**config.mk**
```make
export PLATFORM = sky130hd
export DESIGN_NAME = crc32_chk_d32_flat
export DESIGN_NICKNAME = d
export VERILOG_FILES = /design/src/rtl/crc32_pkg.sv /design/src/rtl/crc32_chk_d32_if.sv /design/src/rtl/crc32_d32_nxt.sv /design/src/rtl/crc32_chk_d32.sv /design/src/flat_wrapper.sv
export SDC_FILE = /design/constraint.sdc
export NUM_CORES = 1
export LEC_CHECK = 0
export ABC_CLOCK_PERIOD_IN_PS = 6600
export BUFFER_PORTS_ARGS = -buffer_cell sky130_fd_sc_hd__buf_2
export CORE_ASPECT_RATIO = 1.1
export CORE_MARGIN = 4
export CORE_UTILIZATION = 65
export CTS_CLUSTER_SIZE = 20
export DETAILED_ROUTE_END_ITERATION = 10
export PLACE_DENSITY_LB_ADDON = 0.25
export SLEW_MARGIN = 20
export SYNTH_ARGS = -nofsm -noshare
export SYNTH_HDL_FRONTEND = slang
export SYNTH_SLANG_ARGS = --single-unit
```
**constraint.sdc**
```tcl
create_clock -name i_clk -period 6.6 [get_ports i_clk]
set_input_delay 0.66 -clock i_clk [delete_from_list [all_inputs] [get_ports i_clk]]
set_output_delay 0.66 -clock i_clk [all_outputs]
set_load 0.1 [all_outputs]
```
**src/rtl/crc32_pkg.sv**
```systemverilog
// rtl/crc32_pkg.sv - CRC-32 constants, checker FSM states and error-bit indices
package crc32_pkg;

  localparam logic [31:0] CRC_POLY    = 32'h04C1_1DB7;
  localparam logic [31:0] CRC_INIT    = 32'hFFFF_FFFF;
  localparam logic [31:0] CRC_RESIDUE = 32'h0000_0000;

  typedef enum logic [1:0] {
    ST_IDLE = 2'd0,
    ST_RECV = 2'd1,
    ST_RES  = 2'd2
  } crc_chk_state_e;

  localparam int ERR_SHORT = 0;
  localparam int ERR_OVER  = 1;

endpackage

```
**src/rtl/crc32_chk_d32_if.sv**
```systemverilog
// rtl/crc32_chk_d32_if.sv - word stream in, frame result out, for the CRC-32 checker
interface crc32_chk_d32_if #(
  parameter int MAX_WORDS = 1024
);
  localparam int LW = $clog2(MAX_WORDS + 1);

  logic [31:0]   i_d;
  logic          i_d_vld;
  logic          i_d_last;
  logic          o_d_rdy;
  logic          o_res_vld;
  logic          i_res_rdy;
  logic          o_res_ok;
  logic [LW-1:0] o_res_len;
  logic [1:0]    o_res_err;

  modport master (
    output i_d, i_d_vld, i_d_last, i_res_rdy,
    input  o_d_rdy, o_res_vld, o_res_ok, o_res_len, o_res_err
  );

  modport slave (
    input  i_d, i_d_vld, i_d_last, i_res_rdy,
    output o_d_rdy, o_res_vld, o_res_ok, o_res_len, o_res_err
  );
endinterface

```
**src/rtl/crc32_d32_nxt.sv**
```systemverilog
// rtl/crc32_d32_nxt.sv - one 32-bit word of CRC-32 update, MSB first, no reflection
module crc32_d32_nxt
  import crc32_pkg::*;
(
  input  logic [31:0] crc_in,
  input  logic [31:0] d,
  output logic [31:0] crc_out
);

  logic [31:0] c;
  logic        fb;

  // Unrolled serial LFSR: bit 31 of the word enters first.
  always_comb begin
    c  = crc_in;
    fb = 1'b0;
    for (int i = 31; i >= 0; i--) begin
      fb = c[31] ^ d[i];
      c  = {c[30:0], 1'b0} ^ (fb ? CRC_POLY : 32'h0);
    end
    crc_out = c;
  end

endmodule

```
**src/rtl/crc32_chk_d32.sv**
```systemverilog
// rtl/crc32_chk_d32.sv - frame CRC-32 checker; CRC_CHK_STAT_EN adds good/bad frame counters
module crc32_chk_d32
  import crc32_pkg::*;
#(
  parameter int MAX_WORDS = 1024
) (
  input  logic           i_clk,
  input  logic           i_rst,
  crc32_chk_d32_if.slave bus
`ifdef CRC_CHK_STAT_EN
  ,
  output logic [15:0]    o_cnt_good,
  output logic [15:0]    o_cnt_bad
`endif
);

  localparam int            LW      = $clog2(MAX_WORDS + 1);
  localparam logic [LW-1:0] LEN_MAX = LW'(MAX_WORDS);

  crc_chk_state_e state, state_nxt;
  logic [31:0]    crc, crc_nxt;
  logic [LW-1:0]  len;
  logic           over;
  logic           accept;
  logic           res_vld;
  logic           res_done;
  logic [1:0]     err;

  crc32_d32_nxt u_nxt (
    .crc_in  (crc),
    .d       (bus.i_d),
    .crc_out (crc_nxt)
  );

  assign bus.o_d_rdy = (state != ST_RES);
  assign accept      = bus.i_d_vld & bus.o_d_rdy;
  assign res_vld     = (state == ST_RES);
  assign res_done    = res_vld & bus.i_res_rdy;

  always_ff @(posedge i_clk) begin
    if (i_rst) state <= ST_IDLE;
    else       state <= state_nxt;
  end

  always_comb begin
    state_nxt = state;
    case (state)
      ST_IDLE: if (accept) state_nxt = bus.i_d_last ? ST_RES : ST_RECV;
      ST_RECV: if (accept && bus.i_d_last) state_nxt = ST_RES;
      ST_RES:  if (bus.i_res_rdy) state_nxt = ST_IDLE;
      default: state_nxt = ST_IDLE;
    endcase
  end

  // Once the length saturates, further words only raise the overlength flag.
  always_ff @(posedge i_clk) begin
    if (i_rst) begin
      crc  <= CRC_INIT;
      len  <= '0;
      over <= 1'b0;
    end else if (accept) begin
      crc <= crc_nxt;
      if (state == ST_IDLE) len <= LW'(1);
      else if (len == LEN_MAX) over <= 1'b1;
      else len <= len + LW'(1);
    end else if (res_done) begin
      crc  <= CRC_INIT;
      len  <= '0;
      over <= 1'b0;
    end
  end

  always_comb begin
    err            = 2'b00;
    err[ERR_SHORT] = (len == LW'(1));
    err[ERR_OVER]  = over;
  end

  assign bus.o_res_vld = res_vld;
  assign bus.o_res_ok  = res_vld && (crc == CRC_RESIDUE) && (err == 2'b00);
  assign bus.o_res_len = res_vld ? len : '0;
  assign bus.o_res_err = res_vld ? err : 2'b00;

`ifdef CRC_CHK_STAT_EN
  always_ff @(posedge i_clk) begin
    if (i_rst) begin
      o_cnt_good <= '0;
      o_cnt_bad  <= '0;
    end else if (res_done) begin
      if (bus.o_res_ok) begin
        if (o_cnt_good != 16'hFFFF) o_cnt_good <= o_cnt_good + 16'd1;
      end else begin
        if (o_cnt_bad != 16'hFFFF) o_cnt_bad <= o_cnt_bad + 16'd1;
      end
    end
  end
`endif

endmodule

```
**src/flat_wrapper.sv**
```systemverilog
// flat-port wrapper written by rule: the top's interface ports become plain ports
module crc32_chk_d32_flat import crc32_pkg::*;
#(
  parameter int MAX_WORDS = 1024
)
  (i_clk, i_rst, bus_i_d, bus_i_d_vld, bus_i_d_last, bus_i_res_rdy, bus_o_d_rdy, bus_o_res_vld, bus_o_res_ok, bus_o_res_len, bus_o_res_err);
  crc32_chk_d32_if #(.MAX_WORDS(MAX_WORDS)) bus_i ();
  input  logic i_clk;
  input  logic i_rst;
  input wire logic [$bits(bus_i.i_d)-1:0] bus_i_d;
  input wire logic [$bits(bus_i.i_d_vld)-1:0] bus_i_d_vld;
  input wire logic [$bits(bus_i.i_d_last)-1:0] bus_i_d_last;
  input wire logic [$bits(bus_i.i_res_rdy)-1:0] bus_i_res_rdy;
  output wire logic [$bits(bus_i.o_d_rdy)-1:0] bus_o_d_rdy;
  output wire logic [$bits(bus_i.o_res_vld)-1:0] bus_o_res_vld;
  output wire logic [$bits(bus_i.o_res_ok)-1:0] bus_o_res_ok;
  output wire logic [$bits(bus_i.o_res_len)-1:0] bus_o_res_len;
  output wire logic [$bits(bus_i.o_res_err)-1:0] bus_o_res_err;
  assign bus_i.i_d = bus_i_d;
  assign bus_i.i_d_vld = bus_i_d_vld;
  assign bus_i.i_d_last = bus_i_d_last;
  assign bus_i.i_res_rdy = bus_i_res_rdy;
  assign bus_o_d_rdy = bus_i.o_d_rdy;
  assign bus_o_res_vld = bus_i.o_res_vld;
  assign bus_o_res_ok = bus_i.o_res_ok;
  assign bus_o_res_len = bus_i.o_res_len;
  assign bus_o_res_err = bus_i.o_res_err;
  crc32_chk_d32 #(.MAX_WORDS(MAX_WORDS)) u_core (.i_clk(i_clk), .i_rst(i_rst), .bus(bus_i));
endmodule
```
# After elaboration in Yosys (flattened, before gate mapping)
# Cells that the tools add are included.
# op_classes
n_addsub	1
n_eq_ne	11
mux	49
bitwise	66
reduce_logical	10
# op_table
op	n
$xor 32x27->32	32
$mux 27	32
$mux 32	2
$mux 11	5
$logic_not 32->1	1
$xor 1x1->1	32
$add 11x1->11 const B	1
$eq 11x1->1 const B	1
$eq 11x11->1 const B	1
$mux 2	5
$ne 2x2->1 const B	4
$pmux 2 s3	1
$reduce_and 3->1	2
$logic_not 2->1	2
$mux 1	4
$ne 2x1->1 const B	2
$logic_and 1x1->1	3
$ne 3x3->1 const B	1
$and 1x1->1	2
$eq 2x1->1 const B	1
$eq 2x2->1 const B	1
$reduce_and 2->1	1
$reduce_bool 2->1	1
# totals
ff_bits	46
out_inout_bits	16

# Logic depth before layout (Yosys ltp)
# Gate-level depths: netlist (run 1).
# logic_depth
depth_word	97
ltp_mapped	11
depth_no_buf	10

# Hierarchy
# A second synthesis (run 1) with hierarchy kept.
# unflattened
cells_unflattened	474
area_unflattened_um2	5393.9
# by_module_without_submodules
mod	n_inst	cells_per_inst	area_per_inst_um2
crc32_d32_nxt	1	252	3380.7
crc32_chk_d32	1	222	2013.2

# Worst setup path after synthesis (run 1)
# Ideal clock, no wire load.
# synth_path
kind	register -> output
start	register u_core.state[0]
end	output bus_o_res_ok
arrival_time_ns	4.230
required_ns	5.940
setup_slack_ns	1.710
stages_incl_launch_ff	6
path_cell_list	dfxtp_1 nand2b_1 clkbuf_1 inv_1 nand3_1 nor4_1
# synth_between
elab_chain_cells	3
# synth_lines
element	line_no	text
start: declaration	crc32_chk_d32.sv:20	crc_chk_state_e state, state_nxt;
start signal: assignment	crc32_chk_d32.sv:42	else state <= state_nxt;
$eq 2x2->1	crc32_chk_d32.sv:37	assign res_vld = (state == ST_RES);
$logic_and 1x1->1 (2 in series)	crc32_chk_d32.sv:80	assign bus.o_res_ok = res_vld && (crc == CRC_RESIDUE) && (err == 2'b00);
end: declaration	flat_wrapper.sv:16	output wire logic [$bits(bus_i.o_res_ok)-1:0] bus_o_res_ok;
# Every way passes these cells.

# Worst setup path in the final report (run 1)
# layout_path
start	input bus_i_d[28]
end	register u_core.crc[24]
# layout_between
elab_chain_cells	40
word_cells_on_any_way	54
# layout_lines
element	line_no	text
start: declaration	flat_wrapper.sv:10	input wire logic [$bits(bus_i.i_d)-1:0] bus_i_d;
$xor 1x1->1 *	crc32_d32_nxt.sv:18	fb = c[31] ^ d[i];
$mux 27 *	crc32_d32_nxt.sv:19	c = {c[30:0], 1'b0} ^ (fb ? CRC_POLY : 32'h0);
$xor 32x27->32 * (6 in series)	crc32_d32_nxt.sv:19	
$xor 1x1->1 / $xor 32x27->32 (equally long branches)	crc32_d32_nxt.sv:18, crc32_d32_nxt.sv:19	
$mux 27 / $xor 32x27->32 (equally long branches)	crc32_d32_nxt.sv:19	
$xor 32x27->32 * (6 in series)	crc32_d32_nxt.sv:19	
$xor 1x1->1 / $xor 32x27->32 (equally long branches)	crc32_d32_nxt.sv:18, crc32_d32_nxt.sv:19	
$mux 27 / $xor 32x27->32 (equally long branches)	crc32_d32_nxt.sv:19	
$xor 32x27->32 * (6 in series)	crc32_d32_nxt.sv:19	
$xor 1x1->1 / $xor 32x27->32 (equally long branches)	crc32_d32_nxt.sv:18, crc32_d32_nxt.sv:19	
$mux 27 / $xor 32x27->32 (equally long branches)	crc32_d32_nxt.sv:19	
$xor 32x27->32 * (9 in series)	crc32_d32_nxt.sv:19	
$xor 1x1->1	crc32_d32_nxt.sv:18	
$mux 27	crc32_d32_nxt.sv:19	
$xor 32x27->32 * (2 in series)	crc32_d32_nxt.sv:19	
$mux 32 *	crc32_chk_d32.sv:61	end else if (accept) begin
end signal: assignment	crc32_chk_d32.sv:62	crc <= crc_nxt;
end: declaration	crc32_chk_d32.sv:21	logic [31:0] crc, crc_nxt;
# Every way passes the cells marked *; elsewhere a longest branch is shown, timed or not.
# A chain may end at the register's enable or synchronous reset.

==> metrics.md, run 1 <==
| Metric | Value |
|---|---|
| Final setup margin | 2130 ps |
| Die Width | 91.2 µm |
| Post-layout minimum cycle time | 4470 ps |
| HP Start | u_core.len[1]$_SDFFE_PP0P_ |
| Pin count of the biggest net entering global routing | 21 |
| Pre-CTS setup slack | 1830 ps |
| Latest clock arrival within the worst-skew pair | 310 ps |
| Most used cell, CP | xnor2_2 |
| CP required | 6800 ps |
| Post-CTS resize count | 0 |
| Initial Util | 0.665 |
| Ys async rst share | 0 |
| CTS max path bufs | 2 |
| Status | complete, no violations |
| Core Region | 7430 µm² |
| Number of synthesized register bits | 46 |
| Grt met2 use | 0.465 |
| Vias in the first global route | 3553 |
| Met3 Use GR | 0.0401 |
| Total gr overflow | 0 |
| Post-DR wirelength/cell | 20.7 µm |
| Final Cell Area | 5390 µm² |
| Clk sinks | 46 |
| Slew HR | 0.450 |
| Hold depth | 2 |
| # setup viols final | 0 |
| Final Skew | 3.71 ps |
| Syn nets | 532 |
| Post-synthesis cell area | 4950 µm² |
| R2R depth | 10 |
| Total track usage | 0.291 |
| Post-layout util | 0.725 |
| Worst path top cell family by delay | XOR/XNOR gates |
| Slew @ Worst Pin | 820 ps |
| # IOs | 53 |
| Post-layout nets | 580 |
| GPL Wtd Cong | 0.999 |
| Ant. Diodes | 0 |
| Worst-path clk slew | 90 ps |
| FF-to-FF setup slack | 2150 ps |
| First-pass detailed-route iteration total | 5 |
| EDFF count, synth | 0 |
| Setup Fix Bufs, Post-CTS | 0 |
| Slowest cell on the critical path | xnor3_1 |
| Seq/Total Area, Yosys | 0.186 |
| M1 GR Usage | 0.409 |
| Yosys warning total | 0 |
| Layout area overhead | 8.98% |
| Initial DRC Count | 283 |
| H-tree depth | 2 |
| First-pass GRT wire length | 20200 µm |
| Routed Antenna Nets | 0 |
| Hold crit path type | reg2reg |
| CP startpoint kind | input pin |
| CTS tree | yes |
| Row Count | 33 |
| Top_reg_cell synth | dfxtp_1 |
| Area leader, netlist | xnor2_1 |
| Vias per cell | 5.78 |
| Vias post-DR | 3628 |
| Top-count cell post-synth | xnor2_1 |
| Cell area after placement | 5270 µm² |
| Worst Path Arrival | 4670 ps |
| Crit-path cells | buf_2 > xnor2_2 > xor3_2 > xor2_2 > xnor2_2 > xnor3_1 > xnor3_2 > xor2_2 > xnor2_2 > xnor2_1 > o32a_1 |
| IO Port Bufs | 52 |
| Cts bufs inserted | 5 |
| Most used routing layer | met2 |
| Top post-synthesis cells by count | 172 x xnor2_1, 47 x xor2_1, 46 x dfxtp_1 |
| Clock Tree Root | clkbuf_8 |
| Layout fillers | 569 |
| Worst hold path endpoint | u_core.len[1]$_SDFFE_PP0P_ |
| Post-synthesis area per instance | 10.1 µm² |
| DP Wirelength | 10700 µm |
| Synth top area share | 0.305 |
| Die Area | 9070 µm² |
| Worst reg2reg path endpoint | u_core.crc[24]$_SDFFE_PP1P_ |
| Fmax | 224 MHz |
| Peak per-stage delay on the critical path | 700 ps |
| Setup crit end kind | flop |
| Drt total wl | 13000 µm |
| RSZ-0062 raised after global routing | false |
| Reg2reg start | u_core.crc[28]$_SDFFE_PP1P_ |
| Mapped Cells | 492 |
| MaxCap Viol Count | 0 |
| Crit Path Max Fanout | 9 |
| Tcrit/Tclk final | 0.678 |
| DR DRC count | 0 |
| CP bufs+invs | 1 |
| Die Span Y | 99.5 µm |
| Post-CTS Hold Buffers | 0 |
| Unique cell type count in the Yosys netlist | 37 |
| Layout cell share with drive strength beyond 1 | 0.166 |
| Final number of max-transition violations | 0 |
| Synth top area cells | xnor2_1 30%, dfxtp_1 19%, xnor3_1 13% |
| Initial antenna violation count | 0 |
| Fin. Hold Viols | 0 |
| Setup TNS | 0 ps |
| Crit Path Category | in2reg |
==> cell usage in the layout, fill, tap and decap left out, types with 2 or more instances in the layout <==
master,instances
a21oi_1,26
and2_1,10
buf_2,52
clkbuf_8,5
dfxtp_1,46
ha_1,3
inv_1,6
mux2i_1,2
nand2_1,8
nand2b_1,10
nand3_1,6
nand4_1,5
nor2_1,36
nor3_1,3
nor4_1,10
o21ai_0,6
o22ai_1,9
o32a_1,2
or2_2,2
or3_1,4
xnor2_1,172
xnor2_2,16
xnor2_4,3
xnor3_1,28
xor2_1,47
xor2_2,6
xor3_1,4
==> state kept, by name, indices dropped and copies added, names as in the netlist <==
signal,flops
u_core.state,2
u_core.crc,32
u_core.over,1
u_core.len,11
==> worst register-to-register path, stage by stage, from the launching register on <==
cell,delay (ps)
dfxtp_1,390
xnor2_2,430
xor3_2,630
xor2_2,210
xnor2_2,500
xnor3_1,700
xnor3_2,640
xor2_2,240
xnor2_2,190
xnor2_1,150
o32a_1,290
==> worst max-delay path by stage <==
stage                                 start                           to  slack [ps]  cells past startpoint
2_1_floorplan  u_core.state[0]$_SDFFE_PP0P_                 bus_o_res_ok        1710                      5
3_3_place_gp                    bus_i_d[27]   u_core.crc[9]$_SDFFE_PP1P_        1910                     11
3_5_place_dp                    bus_i_d[28]   u_core.crc[6]$_SDFFE_PP1P_        1830                     11
4_1_cts                         bus_i_d[28]   u_core.crc[6]$_SDFFE_PP1P_        2140                     11
5_1_grt                         bus_i_d[28]   u_core.crc[6]$_SDFFE_PP1P_        1970                     11
6_report                        bus_i_d[28]  u_core.crc[24]$_SDFFE_PP1P_        2130                     11
==> cell families (layout without fill, tap and decap cells) <==
family | count (synthesis) | after routing | share of synthesized area
compound gates | 48 | 48 | 0.0559
xor+xnor | 278 | 278 | 0.633
fa+ha+maj | 3 | 3 | 0.00759
buf+inv | 17 | 66 | 0.0137
flops | 46 | 46 | 0.186
mux | 2 | 2 | 0.00405
simple gates | 98 | 98 | 0.0992
==> stage by stage <==
step                      hold WS (ps)  std cells
after floorplan                    468        492
after global placement             490        620
after detailed placement           508        620
after CTS                          522        628
after global routing               553        628
final                              522        628
==> final cells by class <==
class / count / area [µm²] / area share
Inverter: 6 / 22.5 / 0.00418
Clock buffer: 5 / 68.8 / 0.0128
Clock inverter: 3 / 48.8 / 0.00905
Sequential cell: 46 / 921 / 0.171
Multi-Input combinational cell: 429 / 3960 / 0.735
Tap cell: 87 / 109 / 0.0202
Timing Repair Buffer: 52 / 260 / 0.0483
==> metal layers <==
metal  vias up  wire [µm]
li1       1713          -
met1      1734       5570
met2       157       6090
met3        24        902
met4         0        414
met5         -          0
Power of run 1 is left out: the tool's default activity adds up to more than one toggle a clock period on the data nets, which glitch-free logic cannot reach.
==> run 2, diff against run 1 <==
ABC_CLOCK_PERIOD_IN_PS = 4100   (was 6600)
CORE_UTILIZATION = 55   (was 65)
clock period = 4.1 ns   (was 6.6 ns; I/O delays follow)
==> run 2 against run 1 <==
Non-clock buffer count up 36. Worst setup slack worse by 2000 ps. Clock skew up 2.3 ps. Cell count up 10%. Critical path type is now reg2reg.
==> metrics.md, run 2 (same netlist as run 1, synthesis figures left out) <==
| Metric | Value |
|---|---|
| Setup crit end kind | flop |
| Core Region | 8830 µm² |
| DP Wirelength | 11400 µm |
| Drt total wl | 13600 µm |
| Clk sinks | 46 |
| Crit Path Max Fanout | 6 |
| Vias in the first global route | 3856 |
| H-tree depth | 2 |
| Ant. Diodes | 0 |
| Layout area overhead | 15.1% |
| MaxCap Viol Count | 0 |
| Initial Util | 0.560 |
| Layout cell share with drive strength beyond 1 | 0.222 |
| Worst-path clk slew | 90 ps |
| Routed Antenna Nets | 0 |
| Clock Tree Root | clkbuf_8 |
| Register area | 921 µm² |
| Slew HR | 0.479 |
| Multi-input gate area | 3980 µm² |
| Fin. Hold Viols | 0 |
| CP required | 4300 ps |
| Fmax | 253 MHz |
| Hold crit path type | in2reg |
| CP startpoint kind | flop |
| Largest registers | u_core.crc (32), u_core.len (11), u_core.state (2) |
| GPL Wtd Cong | 0.928 |
| RSZ-0062 raised after global routing | false |
| Max reg flops | 32 |
| Tcrit/Tclk final | 0.963 |
| DR DRC count | 0 |
| Post-layout nets | 616 |
| Final Skew | 6.02 ps |
| Vias post-DR | 3746 |
| Initial DRC Count | 195 |
| Layout fillers | 809 |
| Pin count of the biggest net entering global routing | 21 |
| Vias per cell | 5.42 |
| Most frequent cells in the layout | 171 x xnor2_1, 52 x buf_2, 46 x xor2_1, 46 x dfxtp_1 |
| Die Width | 98.4 µm |
| Crit Path Category | reg2reg |
| CTS max path bufs | 2 |
| Die Area | 10600 µm² |
| Slew @ Worst Pin | 781 ps |
| Leading cell type in the layout, fill and taps excluded | xnor2_1 |
| Total gr overflow | 0 |
| Final number of max-transition violations | 0 |
| Row Count | 36 |
| First-pass detailed-route iteration total | 4 |
| Post-DR wirelength/cell | 19.7 µm |
| CTS tree | yes |
| Worst Path Arrival | 4150 ps |
| Initial antenna violation count | 0 |
| Setup Fix Bufs, Post-CTS | 0 |
| # setup viols final | 0 |
| Total track usage | 0.266 |
| Cts bufs inserted | 5 |
| IO Port Bufs | 52 |
| First-pass GRT wire length | 21500 µm |
| # IOs | 53 |
| Die Span Y | 107 µm |
| Largest Register | u_core.crc |
| Setup TNS | 0 ps |
| Status | complete, no violations |
| Post-layout minimum cycle time | 3950 ps |
| Latest clock arrival within the worst-skew pair | 300 ps |
run 2: metal layers:
layer,global-route usage,up-vias,share of wire
met2,0.463,100,0.50
met3,0.0259,29,0.038
met1,0.337,1834,0.42
li1,-,1783,-
met4,0.111,0,0.044
met5,0,-,0
run 2: final timing paths:
path                            depth (start not counted)                        start                            to  slack (ps)
worst max-delay path                                   11  u_core.crc[29]$_SDFFE_PP1P_   u_core.crc[23]$_SDFFE_PP1P_         150
worst min-delay path                                    2                 bus_i_d_last  u_core.state[0]$_SDFFE_PP0P_         350
worst max register to register                         11  u_core.crc[29]$_SDFFE_PP1P_   u_core.crc[23]$_SDFFE_PP1P_         150
worst min register to register                          2   u_core.len[9]$_SDFFE_PP0P_    u_core.len[9]$_SDFFE_PP0P_         530
run 2: critical path: stages (launching register included):
cell     delay (ps)
dfxtp_1         420
xor2_2          330
xnor3_1         590
xor2_1          210
buf_4           170
xnor2_1         300
xnor3_1         570
xor2_2          210
xnor2_2         410
xnor2_2         180
xnor2_1         170
o32a_1          290
run 2: stage by stage:
stage	hold slack, ps	instance area, µm²	std cells	utilization	worst slack (ps)
2_1_floorplan	468	4950	492	-	190
3_3_place_gp	481	5580	683	0.632	163
3_5_place_dp	514	5580	683	0.632	74.4
4_1_cts	350	5680	691	0.643	153
5_1_grt	355	5690	691	0.645	27.1
6_report	349	5690	691	0.645	151
run 2: final cells by class:
class,instances,share of cell area
Clock buffer,7,0.0152
Multi-Input combinational cell,429,0.699
Tap cell,114,0.0251
Timing Repair Buffer,88,0.0932
Inverter,6,0.00396
Sequential cell,46,0.162
Clock inverter,1,0.00154
run 2: repair_timing:
item / 4_1_cts / 5_1_grt
endpoints found under the setup margin: 0 / 1
hold buffers: 0 / 0
gates resized for setup: 0 / 2
Power of run 2 is left out for the same reason.
==> run 3, diff against run 2 <==
ABC_CLOCK_PERIOD_IN_PS = 4860   (was 4100)
CORE_UTILIZATION = 65   (was 55)
clock period = 4.86 ns   (was 4.1 ns; I/O delays follow)
==> run 3 against run 2 <==
Non-clock buffer count fell by 22. Cell count decreased by 7.1%. Final area decreased by 4.0%. Worst setup slack gained 440 ps. Sequential cell count stayed put. Global-route usage rose by 3.8 points. Largest cell class unchanged.
==> metrics.md, run 3 (same netlist as run 1, synthesis figures left out) <==
| Metric | Value |
|---|---|
| CP bufs+invs | 0 |
| Max reg flops | 32 |
| Placed Instances | 634 |
| Crit Path Max Fanout | 7 |
| Leading cell type in the layout, fill and taps excluded | xnor2_1 |
| HP Start | bus_i_d_last |
| Final number of max-transition violations | 0 |
| CP startpoint kind | flop |
| Die Width | 91.2 µm |
| Clk sinks | 46 |
| Post-CTS resize count | 0 |
| Post-layout util | 0.735 |
| Fmax | 234 MHz |
| Row Count | 33 |
| Ant. Diodes | 0 |
| Worst-path clk slew | 100 ps |
| Setup Fix Bufs, Post-CTS | 0 |
| MaxCap Viol Count | 0 |
| Final Skew | 16.8 ps |
| Setup crit end kind | flop |
| R2R depth | 10 |
| Initial Util | 0.665 |
| Layout cell share with drive strength beyond 1 | 0.187 |
| DP Wirelength | 11100 µm |
| Post-CTS Hold Buffers | 0 |
| Crit Path Category | reg2reg |
| First-pass GRT wire length | 20900 µm |
| Slew @ Worst Pin | 791 ps |
| Die Span Y | 99.5 µm |
| Tcrit/Tclk final | 0.879 |
| Most frequent cells in the layout | 172 x xnor2_1, 52 x buf_2, 47 x xor2_1, 46 x dfxtp_1, 36 x nor2_1 |
| Worst reg2reg path endpoint | u_core.crc[16]$_SDFFE_PP1P_ |
| Worst path top cell family by delay | XOR/XNOR gates |
| Largest registers | u_core.crc (32), u_core.len (11), u_core.state (2) |
| Core Region | 7430 µm² |
| Hold depth | 2 |
| Clock Tree Root | clkbuf_8 |
| Post-DR wirelength/cell | 20.8 µm |
| Pin count of the biggest net entering global routing | 21 |
| Final cell count without fillers | 642 |
| Total gr overflow | 0 |
| FF-to-FF setup slack | 590 ps |
| Worst hold path endpoint | u_core.state[0]$_SDFFE_PP0P_ |
| Routed Antenna Nets | 0 |
| Post-layout minimum cycle time | 4270 ps |
| GPL Wtd Cong | 0.995 |
| H-tree depth | 2 |
| Slowest cell on the critical path | xnor2_2 |
| Final Cell Area | 5470 µm² |
| Slew HR | 0.469 |
| Layout area overhead | 10.5% |
| Largest Register | u_core.crc |
| Hold crit path type | in2reg |
| Worst Path Arrival | 4430 ps |
| CTS tree | yes |
| First-pass detailed-route iteration total | 5 |
| Vias in the first global route | 3665 |
| Vias post-DR | 3718 |
| Layout fillers | 580 |
| RSZ-0062 raised after global routing | false |
| IO Port Bufs | 52 |
| # IOs | 53 |
| CP Launch Point | u_core.crc[24]$_SDFFE_PP1P_ |
| Crit-path cells | xnor2_2 > xnor3_1 > xnor2_4 > xnor3_1 > xnor2_4 > xor2_2 > xnor2_1 > xor2_1 > xnor2_1 > a21oi_1 |
| Peak per-stage delay on the critical path | 630 ps |
| Vias per cell | 5.79 |
| Cell area after placement | 5380 µm² |
| Post-layout nets | 594 |
| Total track usage | 0.303 |
| Die Area | 9070 µm² |
| Latest clock arrival within the worst-skew pair | 310 ps |
| Initial antenna violation count | 0 |
| DR DRC count | 0 |
| # setup viols final | 0 |
| Initial DRC Count | 330 |
| Reg2reg start | u_core.crc[24]$_SDFFE_PP1P_ |
| Status | complete, no violations |
| CTS max path bufs | 2 |
| CP required | 5010 ps |
| Drt total wl | 13300 µm |
| Cts bufs inserted | 5 |
| Setup TNS | 0 ps |
| Fin. Hold Viols | 0 |
-- run 3: changes by cell type in the layout (fill, tap and decap cells not counted), sizes merged --
cell    delta
buf       -22
clkbuf     -2
clkinv     +2
-- run 3: layout make-up --
class                   instances  area (µm²)  share of cell area
clock buffers                   5        68.8              0.0126
multi-input cells             429        3960               0.725
flip-flops and latches         46         921               0.168
repair buffers                 66         365              0.0668
well taps                      87         109              0.0199
inverters                       6        22.5             0.00412
clock inverters                 3        18.8             0.00343
-- run 3: layer usage --
metal	wire length, µm	global-route usage	share of wire	vias up
li1	-	-	-	1743
met1	5600	0.413	0.42	1802
met2	6510	0.516	0.49	150
met3	828	0.0333	0.062	23
met4	393	0.0835	0.029	0
met5	0	0	0	-
-- run 3: worst max-delay path by stage --
| stage | slack [ps] | depth (start not counted) | end |
|---|---|---|---|
| after global routing | 480 | 10 | u_core.crc[16]$_SDFFE_PP1P_ |
| final | 590 | 10 | u_core.crc[16]$_SDFFE_PP1P_ |
| after detailed placement | 480 | 11 | u_core.crc[16]$_SDFFE_PP1P_ |
| after floorplan | 140 | 5 | bus_o_res_ok |
| after global placement | 560 | 11 | u_core.crc[4]$_SDFFE_PP1P_ |
| after CTS | 640 | 10 | u_core.crc[16]$_SDFFE_PP1P_ |
-- run 3: stage by stage --
| stage | hold slack [ps] | worst slack [ps] |
|---|---|---|
| after floorplan | 468 | 144 |
| after global placement | 491 | 562 |
| after detailed placement | 497 | 476 |
| after CTS | 388 | 639 |
| after global routing | 395 | 480 |
| final | 385 | 588 |
Power of run 3 is left out for the same reason.
